File: config.mk
export PLATFORM = sky130hd
export DESIGN_NAME = store_trace_fifo
export DESIGN_NICKNAME = d
export VERILOG_FILES = /design/src/rtl/store_trace_fifo.sv
export SDC_FILE = /design/constraint.sdc
export NUM_CORES = 1
export LEC_CHECK = 0
export ABC_AREA = 1
export BUFFER_PORTS_ARGS = -buffer_cell sky130_fd_sc_hd__clkbuf_2
export CAP_MARGIN = 0
export CORE_MARGIN = 3
export CORE_UTILIZATION = 30
export CTS_CLUSTER_SIZE = 28
export DETAILED_ROUTE_END_ITERATION = 12
export PLACE_DENSITY = 0.43
export SYNTH_ARGS = -nofsm -noshare
export SYNTH_HDL_FRONTEND = slang
export SYNTH_SLANG_ARGS = --single-unit
File: constraint.sdc
create_clock -name clk -period 6.66 [get_ports clk]
set_clock_uncertainty 0.2 [all_clocks]
set_input_delay 0.666 -clock clk [delete_from_list [all_inputs] [get_ports clk]]
set_output_delay 0.666 -clock clk [all_outputs]
set_load 0.01 [all_outputs]
File: src/rtl/store_trace_fifo.sv
// Store-port observer: captures data-memory stores into a first-word fall-through FIFO,
// counts stores lost to overflow and flags a programmable "pass" store.
module store_trace_fifo #(
    parameter int N     = 32,
    parameter int DEPTH = 8,
    parameter int AW    = 3,
    parameter int CW    = 16
) (
    input  logic          clk,
    input  logic          reset,
    input  logic          memwrite,
    input  logic [N-1:0]  dataadr,
    input  logic [N-1:0]  writedata,
    input  logic          match_en,
    input  logic [N-1:0]  match_addr,
    input  logic [N-1:0]  match_data,
    output logic          out_valid,
    input  logic          out_ready,
    output logic [N-1:0]  out_addr,
    output logic [N-1:0]  out_data,
    output logic [AW:0]   count,
    output logic          full,
    output logic          empty,
    output logic          overflow,
    output logic [CW-1:0] drop_count,
    output logic          match_pulse,
    output logic          match_hit
);

    localparam logic [AW:0] FULL_CNT = (AW+1)'(DEPTH);

    function automatic logic [CW-1:0] sat_inc(input logic [CW-1:0] v);
        return (&v) ? v : v + 1'b1;
    endfunction

    logic [2*N-1:0] mem [DEPTH];
    logic [AW-1:0]  wr_ptr;
    logic [AW-1:0]  rd_ptr;
    logic [AW:0]    count_q;
    logic           store_req;
    logic           push;
    logic           pop;
    logic           drop;
    logic           match_now;

    // Case-equality keeps an X/Z strobe from being treated as a store.
    always_comb begin
        store_req = (memwrite === 1'b1);
        pop       = out_valid && out_ready;
        push      = store_req && (!full || pop);
        drop      = store_req && full && !pop;
        match_now = store_req && match_en &&
                    (dataadr === match_addr) && (writedata === match_data);
    end

    always_comb begin
        count     = count_q;
        empty     = (count_q == '0);
        full      = (count_q == FULL_CNT);
        out_valid = !empty;
        out_addr  = mem[rd_ptr][2*N-1:N];
        out_data  = mem[rd_ptr][N-1:0];
    end

    // Storage array holds data only and is never reset.
    always_ff @(posedge clk) begin
        if (push) begin
            mem[wr_ptr] <= {dataadr, writedata};
        end
    end

    always_ff @(posedge clk or posedge reset) begin
        if (reset) begin
            wr_ptr      <= '0;
            rd_ptr      <= '0;
            count_q     <= '0;
            overflow    <= 1'b0;
            drop_count  <= '0;
            match_pulse <= 1'b0;
            match_hit   <= 1'b0;
        end else begin
            if (push) begin
                wr_ptr <= wr_ptr + 1'b1;
            end
            if (pop) begin
                rd_ptr <= rd_ptr + 1'b1;
            end
            if (push && !pop) begin
                count_q <= count_q + 1'b1;
            end else if (pop && !push) begin
                count_q <= count_q - 1'b1;
            end
            if (drop) begin
                overflow   <= 1'b1;
                drop_count <= sat_inc(drop_count);
            end
            match_pulse <= match_now;
            if (match_now) begin
                match_hit <= 1'b1;
            end
        end
    end

endmodule

* Word level (Yosys, flattened, before mapping)
Memory sizes are Yosys's and may differ from the RTL's. Index checks and enable logic that the tools add are counted. W data, S select, Z words.
Storage, ports and cells: register bits after elaboration 29, memory bits (writable) 512, bits of input ports 133, word-level logic and storage cells 40, memories 1
Cells by class: $add $sub $neg 5, equal/unequal tests 4, multiplexer cells 4, bitwise operators 1, reduce and logical (&&, ||, !) cells 18
Memories:
- mem | words 8, bits a word 64, read ports 1, clocked after Yosys merged registers in 0, wr ports 1, line 36 | logic [2*N-1:0] mem [DEPTH];
Operators with widths (number):
- $eqx A32 B32 Y1 | 2
- $add A16 B1 Y16 const B | 1
- $reduce_and A16 Y1 | 1
- $logic_and A1 B1 Y1 | 9
- $mux W4 | 2
- $add A3 B1 Y3 const B | 2
- $add A4 B1 Y4 const B | 1
- $eq A4 B4 Y1 const B | 1
- $logic_not A1 Y1 | 4
- $logic_not A4 Y1 | 1
- $sub A4 B1 Y4 const B | 1
- $mux W1 | 2
- $reduce_and A2 Y1 | 1
- $reduce_bool A2 Y1 | 1
- $eqx A1 B1 Y1 const B | 1
- $logic_or A1 B1 Y1 | 1
- $not A1 Y1 | 1

* Longest topological paths before layout
Gate-level depths: netlist of run 1.
depth in word-level cells 9, depth in mapped cells 14, mapped depth without buffers 14

* Worst setup path before layout of run 1
Ideal clock, no wire load.
kind register to register, start point register count_q[0], in the netlist count[0], end point memory mem[0][0] (netlist name), enable pin, library setup time 0.486 ns, data arrival time 3.987 ns, required time 5.974 ns, slack 1.987 ns, cell stages (with the launch flop) 8, buffers on the path 0, clock period less this slack 4.673 ns, cells stage by stage dfrtp_1 nor2_1 nand2_1 nand2_2 nand2_1 nand2_1 or2_1 nor2_1
On the way: word-level cells in the longest chain between the ends 7, elaborated cells on any way between the ends 9
RTL lines:
- start, declared | line 39 | logic [AW:0] count_q;
- start signal, assigned | line 89 | count_q <= count_q + 1'b1;
- start signal, assigned | line 91 | count_q <= count_q - 1'b1;
- $logic_not A4 Y1 | line 58 | empty = (count_q == '0);
- $logic_not A1 Y1 | line 60 | out_valid = !empty;
- via out_valid | line 17 | output logic out_valid,
- $logic_and A1 B1 Y1 | line 49 | pop = out_valid && out_ready;
- $logic_or A1 B1 Y1 | line 50 | push = store_req && (!full || pop);
- $logic_and A1 B1 Y1 | line 50
- $mux W1 | line 67 | if (push) begin
- $mux W1 (implied by the code) | line 68 | mem[wr_ptr] <= {dataadr, writedata};
- end, declared | line 36
The timed path passes the listed nets, and every way through them passes these cells.

* Worst setup path in the final report of run 1
start point register rd_ptr[0], end point output out_data[21]
On the way: word-level cells in the longest chain between the ends 1
RTL lines:
- start, declared | line 38 | logic [AW-1:0] rd_ptr;
- start signal, assigned | line 86 | rd_ptr <= rd_ptr + 1'b1;
- $mem_v2 Z8 W64
- end, declared | line 20 | output logic [N-1:0] out_data,
Every way passes these cells.

==> metrics, run 1 <==
status=finished clean; share of layout cells above drive strength 1=0.1503; worst-path fanout max=165; Remaining DRCs=0; Rel. slew slack=0.2013; cell count of the worst reg-to-reg path=9; ANT nets after route=0; Final Cycle Share=0.6844; Die H=283.4 µm; P&R area growth vs syn=17.61%; Cell Rows=101; Detailed Place HPWL=45290 µm; Synth Cell Area=23090 µm²; count leader, synth=edfxtp_1; critical path data arrival time=3690 ps; initial antenna violation count=10; worst reg2reg startpoint=count[0]; P per Cell Area=424.3 nW/µm²; core area=76080 µm²; # fillers=7689; post-synthesis mux area share=0.0004876; total track usage=0.1774; Port Buf Inserts=222; final hold viol count=0; largest cells by area after synthesis=edfxtp_1 67%, nor2_1 7.5%, nand2_1 7.1%; EDFF count, synth=512; Slew Limit Fails=0; Post-Route WL=72990 µm; global route total overflow=0; first-pass GRT wire length=106900 µm; yosys warns=0; nets=2393; flop-to-flop setup slack=2650 ps; post-synthesis cell type count=31; min-delay src=out_ready; maximum clock rate=219.4 MHz; cell taking the most area after synthesis=edfxtp_1; post-synthesis register bit count=541; CTS sink cnt=541; Layout Utilization=0.3570; Root Driver=clkbuf_16; Pleak=10.26 nW; via count=16180; hold depth=3; Min Hold Slack=141.6 ps; reg2reg end=mem[1][5]; Synth Net Count=2191; largest net degree at the start of global routing=166; Min-Delay Endpoint=rd_ptr[2]; Setup CP Type=register to output pin; VDD IR max=0.2722 mV; Post-Synth Adder-Cell Area=0.004118; DR vias/cell=4.851; area of the multi-input gates=6048 µm²; GPL Wtd Cong=0.8797; Critical Path RT=5790 ps; Critical Path Start Type=register; Hold Crit Class=input port to register; Final WS setup=2102 ps; post-layout min period=4558 ps; I/O pin cnt=223; worst skew pair latency=610 ps; H-tree levels=2; post-synthesis simple-gate area fraction=0.1651; Final setup viols=0; Yosys top cell area share=0.6658; TritonCTS clock tree=done; Setup WS pre-CTS=2485 ps; vias in the first global route=16130; clock transition at the registers of the reported paths=60 ps; die area=80340 µm²; cts bufs inserted=59; XOR/XNOR Fraction of Synth Area=0.01062; Post-Synthesis Cells=2051; Least-Margin Pin Slew=1195 ps; setup TNS=0 ps; Synth Area in Compound Gates=0.07900; commonest cells in the netlist=512 x edfxtp_1, 463 x nor2_1, 437 x nand2_1, 133 x inv_1, 133 x o21ai_0; maximum clock insertion buffer count=3; Starting Density=0.3035; wire per inst=21.88 µm; RSZ-0062 raised after global routing=no; Sequential Area=16110 µm²; Die Width=283.4 µm; Max-Cap Viols=0; 1st-pass router iterations=4; drt initial violations=1159; async set or reset register ratio after synthesis=0.05360; register area share after synthesis=0.6972; Most used DFF post-synth=edfxtp_1; mean post-synth cell area=11.26 µm²; Worst setup EP type=output pin; largest family of logic cells by synthesized area=simple AND/OR/NAND/NOR gates
power breakdown:
part	total (mW)	switching, mW	internal (mW)
Combinational	3.79	2.65	1.14
Sequential	4.47	0.248	4.22
Clock	3.27	1.35	1.92
registers in the layout, summed over array words and instances, names as in the netlist:
name and cells:
match_hit 1, drop_count 16, count 4, match_pulse 1
mem 512, rd_ptr 3, overflow 1, wr_ptr 3
repair_timing:
item	4_1_cts	5_1_grt
hold buffers	1	0
buffers inserted	0	0
gates resized for setup	0	0
hold endpoints to repair	29	0
worst max-delay path by stage:
stage | slack (ps) | to | start | depth (start not counted)
detailed placement | 2490 | mem[1][6] | count[0] | 9
global route | 1860 | out_data[18] | rd_ptr[0] | 7
global placement | 2500 | mem[1][4] | count[0] | 9
CTS | 2070 | out_addr[3] | rd_ptr[0] | 7
finish | 2100 | out_data[21] | rd_ptr[0] | 7
floorplan | 1990 | mem[0][0] | count[0] | 7
routing by layer:
metal	track usage	up-vias	routed length, µm
li1	-	7555	-
met1	0.2419	8017	32850
met2	0.2828	464	33470
met3	0.03558	138	4223
met4	0.06088	8	2411
met5	0	-	40
cell usage in the layout, fill, tap and decap left out, drive strengths merged:
| cell | synthesis | routed |
|---|---|---|
| a21o | 1 | 1 |
| a21oi | 2 | 2 |
| and2 | 2 | 2 |
| buf | 50 | 19 |
| bufinv | 0 | 7 |
| clkbuf | 51 | 295 |
| clkinv | 1 | 26 |
| clkinvlp | 0 | 2 |
| dfrtp | 29 | 29 |
| diode | 0 | 4 |
| dlygate4sd3 | 0 | 1 |
| edfxtp | 512 | 512 |
| fa | 1 | 1 |
| ha | 6 | 6 |
| inv | 133 | 136 |
| mux2 | 1 | 1 |
| nand2 | 438 | 438 |
| nand3 | 18 | 18 |
| nand3b | 2 | 2 |
| nand4 | 33 | 33 |
| nor2 | 463 | 463 |
| nor3 | 4 | 4 |
| nor4 | 1 | 1 |
| o21ai | 137 | 137 |
| o32ai | 128 | 128 |
| or2 | 10 | 10 |
| xnor2 | 18 | 18 |
| xor2 | 10 | 10 |
stage by stage:
stage          area, µm²  total power, mW  cells
2_1_floorplan      23090            6.915   2051
5_1_grt            27150            12.23   3334
4_1_cts            27150            11.72   3332
3_5_place_dp       25220            8.422   3221
6_report           27160            11.52   3336
3_3_place_gp       25220            8.395   3221
layout make-up:
type,instances,share of cell area
Inverter,134,0.01880
Antenna cell,4,0.0003685
Clock inverter,37,0.01350
Tap cell,1030,0.04745
Timing Repair Buffer,242,0.04699
Multi-Input combinational cell,1275,0.2227
Clock buffer,73,0.05708
Sequential cell,541,0.5931
worst max-delay path, stage by stage (launching register included):
cell and delay (ps):
dfrtp_4 750, inv_8 830, buf_4 580, nor2_1 80
o32ai_1 240, nand2_1 140, nand2_1 150, clkbuf_2 140
cell families (layout without fill, tap and decap cells):
family	Yosys count	after routing
other cells	0	4
flops	541	541
fa+ha+maj	7	7
compound gates	268	268
buf+inv	235	486
simple gates	971	971
xor+xnor	28	28
mux	1	1
(Power assumes the default switching activity.)
==> inputs of run 2 (changes only) <==
Settings changed: PLACE_DENSITY 0.43 to 0.45.
Clock period 6.66 ns to 4 ns, I/O delays scaled along.
==> metrics, run 2 (synthesis results as in run 1) <==
core area=76080 µm²; Post-Layout Inst Area=27970 µm²; GR Util met1=0.2330; Biggest register=mem; I/O pin cnt=223; Rel. slew slack=0.3867; P&R area growth vs syn=21.14%; total track usage=0.1742; Cell Rows=101; clock transition at the registers of the reported paths=60 ps; die area=80340 µm²; Final setup viols=0; Area after DPL=25390 µm²; TritonCTS clock tree=done; P per Cell Area=688.8 nW/µm²; via count=16360; placed cell count=3233; first-pass GRT wire length=105500 µm; Comb pwr share=0.340; status=finished clean; GPL Wtd Cong=0.8668; Min Hold Slack=52.19 ps; clock power share=0.279; Buf+Inv Stages, Crit Path=3; global route total overflow=0; Setup CP Type=register to output pin; Sw Pwr=7.139 mW; Post-Layout Cell Count=3414; RSZ-0062 raised after global routing=no; Post-Route WL=71460 µm; VDD IR max=0.6121 mV; nets=2469; cts bufs inserted=59; switching share of power=0.3705; Die Width=283.4 µm; Remaining DRCs=0; Root Driver=clkbuf_16; sequential group share of total power=0.381; critical path data arrival time=2820 ps; crit-path max cell delay=520 ps; Worst setup EP type=output pin; Die H=283.4 µm; final hold viol count=0; H-tree levels=2; Slew Limit Fails=0; Critical Path Start Type=register; Top Usage Layer GRT=met2; max FFs per register=512; share of layout cells above drive strength 1=0.1559; Final Cycle Share=0.8553; drt initial violations=1077; Detailed Place HPWL=45670 µm; largest net degree at the start of global routing=183; initial antenna violation count=8; Port Buf Inserts=222; CP max-delay cell=dfrtp_4; 1st-pass router iterations=4; maximum clock rate=292.3 MHz; Int Pwr=12.13 mW; worst-path cell chain=inv_8 > buf_12 > nor2_1 > o32ai_1 > nand2_1 > nand2_1 > clkbuf_2; Most common cell on crit path=nand2_1; Starting Density=0.3035; grt met2 use=0.2780; ANT nets after route=0; post-CTS sizing=0; wire per inst=20.93 µm; worst-path fanout max=102; Pleak=10.61 nW; Hold Crit Class=input port to register; commonest non-fill, non-tap cell in the layout=edfxtp_1; DR vias/cell=4.793; Critical Path RT=3400 ps; CTS sink cnt=541; setup TNS=0 ps; Power, Total=19.27 mW; maximum clock insertion buffer count=3; family with the most delay on the worst path=buffers and inverters; met3 Track Usage GR=0.04811; most frequent cells in the layout=512 x edfxtp_1, 455 x nor2_1, 437 x nand2_1; worst skew pair latency=620 ps; vias in the first global route=16120; Least-Margin Pin Slew=920.0 ps; post-layout min period=3421 ps; Max-Cap Viols=0
-- run 2: layout make-up --
cell class / count / area, µm²
Clock inverter: 43 / 392.9
Tap cell: 1030 / 1289
Fill cell: 7640 / 48100
Sequential cell: 541 / 16110
Inverter: 134 / 510.5
Antenna cell: 5 / 12.51
Timing Repair Buffer: 318 / 2082
Clock buffer: 68 / 1530
Multi-Input combinational cell: 1275 / 6048
-- run 2: metrics by stage --
step | worst slack, ps | utilization
after CTS | 548.9 | 0.3676
after floorplan | -673.0 | -
after global placement | 1194 | 0.3337
after detailed placement | 1134 | 0.3337
after global routing | 386.7 | 0.3676
final | 578.9 | 0.3677
-- run 2: power groups by stage --
stage               clock (mW)  combinational, mW  sequential, mW
global route              5.73               7.33            7.41
CTS                       5.50               6.71            7.35
global placement             0               6.60            7.45
floorplan                    0               4.14            7.36
finish                    5.37               6.56            7.34
detailed placement           0               6.62            7.46
-- run 2: metal layers --
| layer | vias to the layer above | share of wire | routed length (µm) |
|---|---|---|---|
| li1 | 7705 | - | - |
| met1 | 8096 | 0.44 | 31610 |
| met2 | 460 | 0.46 | 32830 |
| met3 | 97 | 0.072 | 5174 |
| met4 | 6 | 0.025 | 1804 |
| met5 | - | 0.00057 | 41 |
-- run 2: worst paths after layout --
kind                       slack, ps             to  cells past startpoint   startpoint
setup / recovery                 580   out_addr[20]                      7    rd_ptr[0]
hold / removal                    50     mem[4][44]                      1  dataadr[12]
setup reg to reg                1110     mem[3][24]                      9     count[0]
hold reg to reg                  290       overflow                      1     overflow
max in group asynchronous       2990      rd_ptr[0]                      4        reset
min in group asynchronous        250  drop_count[4]                      4        reset
-- run 2: repair_timing --
action                                 4_1_cts  5_1_grt
setup buffers                                0        0
endpoints found under the hold margin      521        0
hold buffers                                65        0
